### config.mk
export PLATFORM = sky130hd
export DESIGN_NAME = branch_predictor_btb_flat
export DESIGN_NICKNAME = d
export VERILOG_FILES = /design/src/rtl/branch_predictor_btb_if.sv /design/src/rtl/branch_predictor_btb.sv /design/src/flat_wrapper.sv
export SDC_FILE = /design/constraint.sdc
export NUM_CORES = 2
export LEC_CHECK = 0
export CAP_MARGIN = 40
export CORE_MARGIN = 2
export CORE_UTILIZATION = 61
export CTS_CLUSTER_DIAMETER = 200
export DETAILED_ROUTE_END_ITERATION = 16
export HOLD_SLACK_MARGIN = 0.12
export MAX_ROUTING_LAYER = met4
export PLACE_DENSITY = 0.84
export SETUP_SLACK_MARGIN = 0.2
export SYNTH_ARGS = -nofsm -noshare
export SYNTH_HDL_FRONTEND = slang
export SYNTH_SLANG_ARGS = --single-unit
### constraint.sdc
create_clock -name CLK -period 6.45 [get_ports CLK]
set_clock_uncertainty 0.05 [all_clocks]
set_input_delay 1.29 -clock CLK [delete_from_list [all_inputs] [get_ports CLK]]
set_output_delay 1.29 -clock CLK [all_outputs]
set_load 0.005 [all_outputs]
### src/rtl/branch_predictor_btb_if.sv
// Bundles the fetch-lookup, resolution-update and redirect signals of the BTB.
//   master : fetch/resolution side (drives pc_f and the update_* fields)
//   slave  : predictor (returns the prediction, the redirect pulse and the mispredict count)
interface branch_predictor_btb_if;
    logic [31:0] pc_f;
    logic        predict_taken;
    logic [31:0] predict_target;
    logic        update_valid;
    logic [31:0] update_pc;
    logic        branch_taken;
    logic [31:0] branch_addr;
    logic        pred_taken_in;
    logic [31:0] pred_target_in;
    logic        mispredict;
    logic [31:0] redirect_pc;
    logic [31:0] mispred_count;

    modport master (
        output pc_f, update_valid, update_pc, branch_taken, branch_addr,
               pred_taken_in, pred_target_in,
        input  predict_taken, predict_target, mispredict, redirect_pc, mispred_count
    );

    modport slave (
        input  pc_f, update_valid, update_pc, branch_taken, branch_addr,
               pred_taken_in, pred_target_in,
        output predict_taken, predict_target, mispredict, redirect_pc, mispred_count
    );
endinterface

### src/rtl/branch_predictor_btb.sv
// Direct-mapped branch target buffer with 2-bit saturating direction counters.
//   CLK, nRST : clock and asynchronous active-low reset
//   bus       : slave side of branch_predictor_btb_if
//     pc_f -> predict_taken/predict_target   (combinational lookup, no bypass)
//     update_* / branch_* / pred_*_in         (training and mispredict detection)
//     mispredict/redirect_pc/mispred_count    (registered redirect and statistics)
module branch_predictor_btb #(
    parameter  int ENTRIES = 16,
    localparam int IDX_W   = $clog2(ENTRIES)
) (
    input  logic                   CLK,
    input  logic                   nRST,
    branch_predictor_btb_if.slave  bus
);
    localparam int TAG_W = 32 - IDX_W - 2;

    function automatic logic [1:0] sat_inc(input logic [1:0] c);
        sat_inc = (c == 2'b11) ? 2'b11 : c + 2'b01;
    endfunction

    function automatic logic [1:0] sat_dec(input logic [1:0] c);
        sat_dec = (c == 2'b00) ? 2'b00 : c - 2'b01;
    endfunction

    logic             valid_q  [ENTRIES];
    logic             valid_d  [ENTRIES];
    logic [TAG_W-1:0] tag_q    [ENTRIES];
    logic [TAG_W-1:0] tag_d    [ENTRIES];
    logic [31:0]      target_q [ENTRIES];
    logic [31:0]      target_d [ENTRIES];
    logic [1:0]       ctr_q    [ENTRIES];
    logic [1:0]       ctr_d    [ENTRIES];

    logic        mispredict_q, mispredict_d;
    logic [31:0] redirect_pc_q, redirect_pc_d;
    logic [31:0] mispred_count_q, mispred_count_d;

    logic [IDX_W-1:0] f_idx_s, u_idx_s;
    logic [TAG_W-1:0] f_tag_s, u_tag_s;
    logic             f_hit_s, u_hit_s, mis_s;
    logic             unused_s;

    assign f_idx_s = bus.pc_f[IDX_W+1:2];
    assign f_tag_s = bus.pc_f[31:IDX_W+2];
    assign u_idx_s = bus.update_pc[IDX_W+1:2];
    assign u_tag_s = bus.update_pc[31:IDX_W+2];
    // Byte-offset bits are always zero for word-aligned PCs.
    assign unused_s = ^{bus.pc_f[1:0], bus.update_pc[1:0]};

    // Fetch-side lookup reads only registered state, so a same-cycle update is not visible.
    always_comb begin
        f_hit_s            = valid_q[f_idx_s] && (tag_q[f_idx_s] == f_tag_s);
        bus.predict_taken  = f_hit_s && ctr_q[f_idx_s][1];
        if (f_hit_s && ctr_q[f_idx_s][1]) begin
            bus.predict_target = target_q[f_idx_s];
        end else begin
            bus.predict_target = 32'h0000_0000;
        end
    end

    // Table training from the resolved branch.
    always_comb begin
        valid_d  = valid_q;
        tag_d    = tag_q;
        target_d = target_q;
        ctr_d    = ctr_q;
        u_hit_s  = valid_q[u_idx_s] && (tag_q[u_idx_s] == u_tag_s);
        if (bus.update_valid) begin
            if (u_hit_s) begin
                if (bus.branch_taken) begin
                    ctr_d[u_idx_s]    = sat_inc(ctr_q[u_idx_s]);
                    target_d[u_idx_s] = bus.branch_addr;
                end else begin
                    ctr_d[u_idx_s]    = sat_dec(ctr_q[u_idx_s]);
                end
            end else if (bus.branch_taken) begin
                // Allocation replaces whatever aliased entry lived at this index.
                valid_d[u_idx_s]  = 1'b1;
                tag_d[u_idx_s]    = u_tag_s;
                target_d[u_idx_s] = bus.branch_addr;
                ctr_d[u_idx_s]    = 2'b10;
            end else begin
                valid_d[u_idx_s]  = valid_q[u_idx_s];
            end
        end else begin
            valid_d[u_idx_s] = valid_q[u_idx_s];
        end
    end

    // Mispredict detection, redirect target and saturating statistics counter.
    always_comb begin
        mis_s = (bus.branch_taken != bus.pred_taken_in) ||
                (bus.branch_taken && bus.pred_taken_in && (bus.branch_addr != bus.pred_target_in));
        mispredict_d    = 1'b0;
        redirect_pc_d   = redirect_pc_q;
        mispred_count_d = mispred_count_q;
        if (bus.update_valid && mis_s) begin
            mispredict_d  = 1'b1;
            // Fall-through wraps modulo 2^32.
            redirect_pc_d = bus.branch_taken ? bus.branch_addr : (bus.update_pc + 32'd4);
            if (mispred_count_q != 32'hFFFF_FFFF) begin
                mispred_count_d = mispred_count_q + 32'd1;
            end else begin
                mispred_count_d = mispred_count_q;
            end
        end else begin
            mispredict_d = 1'b0;
        end
    end

    // State registers; reset discards any update presented in the same cycle.
    always_ff @(posedge CLK or negedge nRST) begin
        if (!nRST) begin
            for (int i = 0; i < ENTRIES; i++) begin
                valid_q[i]  <= 1'b0;
                tag_q[i]    <= {TAG_W{1'b0}};
                target_q[i] <= 32'h0000_0000;
                ctr_q[i]    <= 2'b01;
            end
            mispredict_q    <= 1'b0;
            redirect_pc_q   <= 32'h0000_0000;
            mispred_count_q <= 32'h0000_0000;
        end else begin
            valid_q         <= valid_d;
            tag_q           <= tag_d;
            target_q        <= target_d;
            ctr_q           <= ctr_d;
            mispredict_q    <= mispredict_d;
            redirect_pc_q   <= redirect_pc_d;
            mispred_count_q <= mispred_count_d;
        end
    end

    assign bus.mispredict    = mispredict_q;
    assign bus.redirect_pc   = redirect_pc_q;
    assign bus.mispred_count = mispred_count_q;
endmodule

### src/flat_wrapper.sv
// flat-port wrapper written by rule: the top's interface ports become plain ports
module branch_predictor_btb_flat 
#(
    parameter  int ENTRIES = 16,
    localparam int IDX_W   = $clog2(ENTRIES)
)
  (CLK, nRST, bus_pc_f, bus_update_valid, bus_update_pc, bus_branch_taken, bus_branch_addr, bus_pred_taken_in, bus_pred_target_in, bus_predict_taken, bus_predict_target, bus_mispredict, bus_redirect_pc, bus_mispred_count);
  branch_predictor_btb_if bus_i ();
  input  logic CLK;
  input  logic nRST;
  input wire logic [$bits(bus_i.pc_f)-1:0] bus_pc_f;
  input wire logic [$bits(bus_i.update_valid)-1:0] bus_update_valid;
  input wire logic [$bits(bus_i.update_pc)-1:0] bus_update_pc;
  input wire logic [$bits(bus_i.branch_taken)-1:0] bus_branch_taken;
  input wire logic [$bits(bus_i.branch_addr)-1:0] bus_branch_addr;
  input wire logic [$bits(bus_i.pred_taken_in)-1:0] bus_pred_taken_in;
  input wire logic [$bits(bus_i.pred_target_in)-1:0] bus_pred_target_in;
  output wire logic [$bits(bus_i.predict_taken)-1:0] bus_predict_taken;
  output wire logic [$bits(bus_i.predict_target)-1:0] bus_predict_target;
  output wire logic [$bits(bus_i.mispredict)-1:0] bus_mispredict;
  output wire logic [$bits(bus_i.redirect_pc)-1:0] bus_redirect_pc;
  output wire logic [$bits(bus_i.mispred_count)-1:0] bus_mispred_count;
  assign bus_i.pc_f = bus_pc_f;
  assign bus_i.update_valid = bus_update_valid;
  assign bus_i.update_pc = bus_update_pc;
  assign bus_i.branch_taken = bus_branch_taken;
  assign bus_i.branch_addr = bus_branch_addr;
  assign bus_i.pred_taken_in = bus_pred_taken_in;
  assign bus_i.pred_target_in = bus_pred_target_in;
  assign bus_predict_taken = bus_i.predict_taken;
  assign bus_predict_target = bus_i.predict_target;
  assign bus_mispredict = bus_i.mispredict;
  assign bus_redirect_pc = bus_i.redirect_pc;
  assign bus_mispred_count = bus_i.mispred_count;
  branch_predictor_btb #(.ENTRIES(ENTRIES)) u_core (.CLK(CLK), .nRST(nRST), .bus(bus_i));
endmodule
After elaboration in Yosys (flattened, before gate mapping)
Index checks and enable logic that the tools add are counted.
{"block": "word_totals", "ff_bits": 1041, "input_bits": 133, "output_inout_bits": 98, "word_cells": 147}
{"block": "op_classes", "addsub": 4, "order_cmp": 3, "n_eq_ne": 7, "muxes": 45, "bitwise_logic": 7, "n_reduce_logical": 14}
{"op": "$bwmux 512", "count": 1}
{"op": "$bwmux 416", "count": 1}
{"op": "$mux 32", "count": 8}
{"op": "$bmux 26 s4", "count": 2}
{"op": "$mux 26", "count": 5}
{"op": "$bmux 32 s4", "count": 1}
{"op": "$demux 32 s4", "count": 1}
{"op": "$demux 26 s4", "count": 1}
{"op": "$bwmux 32", "count": 2}
{"op": "$eq 26x26->1", "count": 2}
{"op": "$mux 16", "count": 3}
{"op": "$add 32x1->32 const B", "count": 1}
{"op": "$add 32x3->32 const B", "count": 1}
{"op": "$ne 32x32->1", "count": 1}
{"op": "$ne 32x32->1 const B", "count": 1}
{"op": "$or 16x16->16", "count": 2}
{"op": "$and 16x16->16", "count": 1}
{"op": "$bmux 2 s4", "count": 2}
{"op": "$bwmux 16", "count": 1}
{"op": "$not 16->16", "count": 1}
{"op": "$mux 2", "count": 7}
{"op": "$ge 5x5->1 const B", "count": 2}
{"op": "$not 4->5", "count": 2}
{"op": "$bmux 1 s4", "count": 2}
{"op": "16 further kinds", "count": 29}

Logic depth before layout (Yosys ltp)
{"block": "logic_depth", "depth_word": 9, "ltp_mapped": 15, "depth_no_buf": 9}

Least setup slack after synthesis
OpenSTA, ideal clock, no wires.
{"block": "synth_timing", "path_type": "input port to output port", "startpoint": "input bus_pc_f[2]", "endpoint": "output bus_predict_target[10]", "arrival_time_ps": 4152, "required_ps": 5110, "path_slack_ps": 958, "stages": 10, "path_buffers": 3, "path_cell_list": "clkbuf_1 -> buf_1 -> mux4_2 -> mux4_2 -> xnor2_1 -> nand2_1 -> nor4_1 -> nand4_1 -> clkbuf_1 -> nor2b_1"}
{"block": "synth_between", "elab_chain_len": 8}
{"element": "start, declared", "line_no": "flat_wrapper.sv:11", "rtl": "input wire logic [$bits(bus_i.pc_f)-1:0] bus_pc_f;"}
{"element": "$not 4->5 (implied by the code) (*)", "line_no": "branch_predictor_btb.sv:52, branch_predictor_btb.sv:54, branch_predictor_btb.sv:55"}
{"element": "$bmux 26 s4", "line_no": "branch_predictor_btb.sv:52", "rtl": "f_hit_s = valid_q[f_idx_s] && (tag_q[f_idx_s] == f_tag_s);"}
{"element": "$mux 26 (implied by the code) (2 in series)", "line_no": "branch_predictor_btb.sv:52"}
{"element": "$eq 26x26->1", "line_no": "branch_predictor_btb.sv:52"}
{"element": "$logic_and 1x1->1", "line_no": "branch_predictor_btb.sv:52"}
{"element": "$logic_and 1x1->1", "line_no": "branch_predictor_btb.sv:54", "rtl": "if (f_hit_s && ctr_q[f_idx_s][1]) begin"}
{"element": "$mux 32 (*)", "line_no": "branch_predictor_btb.sv:54"}
{"element": "end, declared", "line_no": "flat_wrapper.sv:19", "rtl": "output wire logic [$bits(bus_i.predict_target)-1:0] bus_predict_target;"}
Every way passes the cells marked *; elsewhere a longest branch is shown, timed or not. The select of a mux whose other input is x is not followed.

Worst setup path in the final report
{"block": "layout_timing", "startpoint": "input bus_pc_f[2]", "endpoint": "output bus_predict_target[5]"}
Same word-level chain as after synthesis.

==> reports/results.ini <==
[routing]
firstDrtPassIters=6
vias=34500
top_layer=met4
wl_met1_um=56400
drt-initial-drc-count=3795
wl_met2_um=70000
drc=0
wl_met3_um=16200
antenna_left=0
drt-total-wl_um=150000
wl_per_cell_um=29.8
vias_per_cell=6.85

[floorplan]
die_w_um=299
core_um2=86300
ios=231
die_h_um=299
die_area_um2=89200
initial_utilization_pct=61.3
row_count=108

[final_layout]
final_util_pct=70.7
area_growth_pct=15.2
final_cells=5031
nNetsFinal=3916
drive_gt1_share_pct=39.3

[timing]
relSlewSlack_pct=36.9
final_max_slew_viol_count=0
hold_violations=0
rsz0062_at_grt=no
finalCritPeriodShare_pct=96.6
setup_viol=0
setup_tns_ns=0
worst-slew-pin-transition_ns=0.937
min_period_ns=6.23
timing.fmax_mhz=161

[worst_setup_path]
worstPathArrival_ns=4.89
r2r_start=u_core.tag_q[141]$_DFFE_PN0P_
slowest_stage=clkdlybuf4s50_1
cp_max_fo=18
max_stage_delay_ns=0.55
start_kind=primary input
critPathKind=primary input to output pin
startpoint=bus_pc_f[2]
crit_path_cell_trace=buf_8, buf_16, mux4_2, mux4_2, xnor2_1, nand4_1, nor4_1, nand4_1, buf_12, buf_12, nor2b_1, clkdlybuf4s50_1
cp.required_ns=5.11
setup.worst_path.end_class=output pin

[placement]
dp.cells=4806
portBuffers=228
gp_congestion=0.961
post-dp-hpwl_um=95200

[yosys]
synth_xor_area_share_pct=2.35
synth_top_family_by_area=multiplexers
netlist_top_cells_area=dfrtp_1 48%, mux4_2 17%, mux2_2 15%
yosysMostFrequentCell=dfrtp_1
ys_seq_area_share_pct=49.2
muxShareOfSynthArea_pct=38.0
synth_compound_area_share_pct=2.84
avgSynthCellArea_um2=14.7
synth_top_area_cell=dfrtp_1
yosysWarningCount=0
ys_async_sr_fraction_pct=100
synth_fa_ha_area_share_pct=0.161
synth_fp_nets=3739
synth_top_area_share_pct=48.4
synth-edff-count=0
synthesis.instances=3600
synth-seq-cells=1041
syn_area_um2=52900
synth_commonest_cells=1,025 x dfrtp_1, 686 x mux2_2, 396 x mux4_2
synth_cell_types=69
yosys.area_share.simple_pct=4.04
synthFlopType=dfrtp_1

[cts]
holdBufCountCts=0
clock_latency_ns=0.71
cts.sinks=1041
cts_tree=done
cts_max_level=3
cts-root-buf=clkbuf_16
path_clk_slew_ns=0.06
numCtsBuffers=106
clockBufferDepth=3

[global_routing]
grt_max_degree=149
track_usage_pct=35.2
antenna_found_initial=6
grt_overflow=0
grt_pass1_wl_um=227000
grt_pass1_vias=35800

[worst_hold_path]
holdCritStartpoint=u_core.ctr_q[12]$_DFFE_PN1P_
hp-class=flip-flop to flip-flop

[power]
power.leakage_uw=0.0265
power.density_nw_per_um2=312
irDropWorstVdd_mv=0.253

[job]
max_cap_violations=0

[outcome]
status=finished, final reports clean

==> what timing repair did <==
item,in CTS,in global routing
pin swaps,0,4
cloned,1,2
setup endpoints to repair,18,18
buffers inserted,0,14
gates resized for setup,2,5
==> final cells by class <==
cell class              instances  area [um^2]
clock buffers                 152         3120
fillers                      5356        25300
inverters                      36          135
well taps                    1155         1450
diodes                          6         15.0
clock inverters                49          719
multi-input cells            2180        25100
flip-flops and latches       1041        26100
repair buffers                412         4380
==> per-stage QoR <==
| step | cell area, um^2 | hold WS [ns] | setup slack [ns] | total power [uW] |
|---|---|---|---|---|
| 2_1_floorplan | 52900 | 0.392 | 0.958 | 11100 |
| 3_3_place_gp | 56700 | 0.405 | 0.133 | 12100 |
| 3_5_place_dp | 56900 | 0.410 | 0.0823 | 12400 |
| 4_1_cts | 60800 | 0.425 | 0.204 | 19000 |
| 5_1_grt | 61000 | 0.447 | 0.202 | 19700 |
| 6_report | 61000 | 0.430 | 0.222 | 19100 |
==> cell usage in the layout, fill, tap and decap left out, types with 9 or more instances in the layout <==
cell type / n
dfrtp_1: 1025
mux2_2: 686
mux4_2: 396
mux2_1: 257
clkdlybuf4s50_1: 219
buf_4: 136
clkbuf_16: 108
xnor2_1: 105
nor2_1: 95
nand2_1: 84
a21oi_1: 69
mux2i_1: 56
nand3_1: 50
o21ai_0: 50
nor2b_1: 41
xor2_1: 36
buf_12: 36
inv_1: 34
clkbuf_8: 29
nand4_1: 28
clkinv_2: 23
o22ai_1: 19
o22a_1: 18
o31a_1: 17
clkbuf_1: 17
dfstp_2: 16
nor3_1: 15
nand2_2: 15
a22oi_1: 14
bufinv_16: 13
nand3_4: 12
nor4_1: 10
and3_1: 10
buf_16: 9
==> registers in the layout, summed over array words and instances, names as in the netlist <==
signal	flops
u_core.bus.mispred_count	32
u_core.bus.mispredict	1
u_core.bus.redirect_pc	32
u_core.ctr_q	32
u_core.tag_q	416
u_core.target_q	512
u_core.valid_q	16
==> cells by family after synthesis <==
group           after synthesis
buf+inv                     379
mux                        1395
xor+xnor                    142
simple gates                403
flops                      1041
compound gates              233
fa+ha+maj                     7
==> worst max-delay path, delay by kind of cell <==
| family | cells | cell delay, ns |
|---|---|---|
| buffers and inverters | 5 | 1.31 |
| multiplexers | 2 | 1.01 |
| AND/OR/NAND/NOR | 4 | 0.93 |
| XOR/XNOR | 1 | 0.29 |
==> metal layers <==
layer  up-vias  global-route usage [%]
li1      13900                       -
met2      1950                    51.8
met3       465                    9.62
met4         0                    15.4
met5         -                       -
met1     18200                    46.2
==> power by group <==
group | internal (uW) | switching (uW) | total [uW]
registers | 7810 | 876 | 8690
logic | 2210 | 1520 | 3720
clock network | 3910 | 2740 | 6650
total | 13900 | 5140 | 19100
==> path summary, 6_finish.rpt <==
kind / to / cells after the start / slack, ns
max: bus_predict_target[5] / 12 / 0.22
min: u_core.ctr_q[12]$_DFFE_PN1P_ / 2 / 0.43
max reg2reg: u_core.tag_q[385]$_DFFE_PN0P_ / 10 / 2.35
min reg2reg: u_core.ctr_q[12]$_DFFE_PN1P_ / 2 / 0.43
max in group asynchronous: u_core.target_q[496]$_DFFE_PN0P_ / 2 / 4.44
min in group asynchronous: u_core.bus.mispred_count[26]$_DFFE_PN0P_ / 1 / 0.57
No activity file was read; power rests on OpenSTA's default activity.
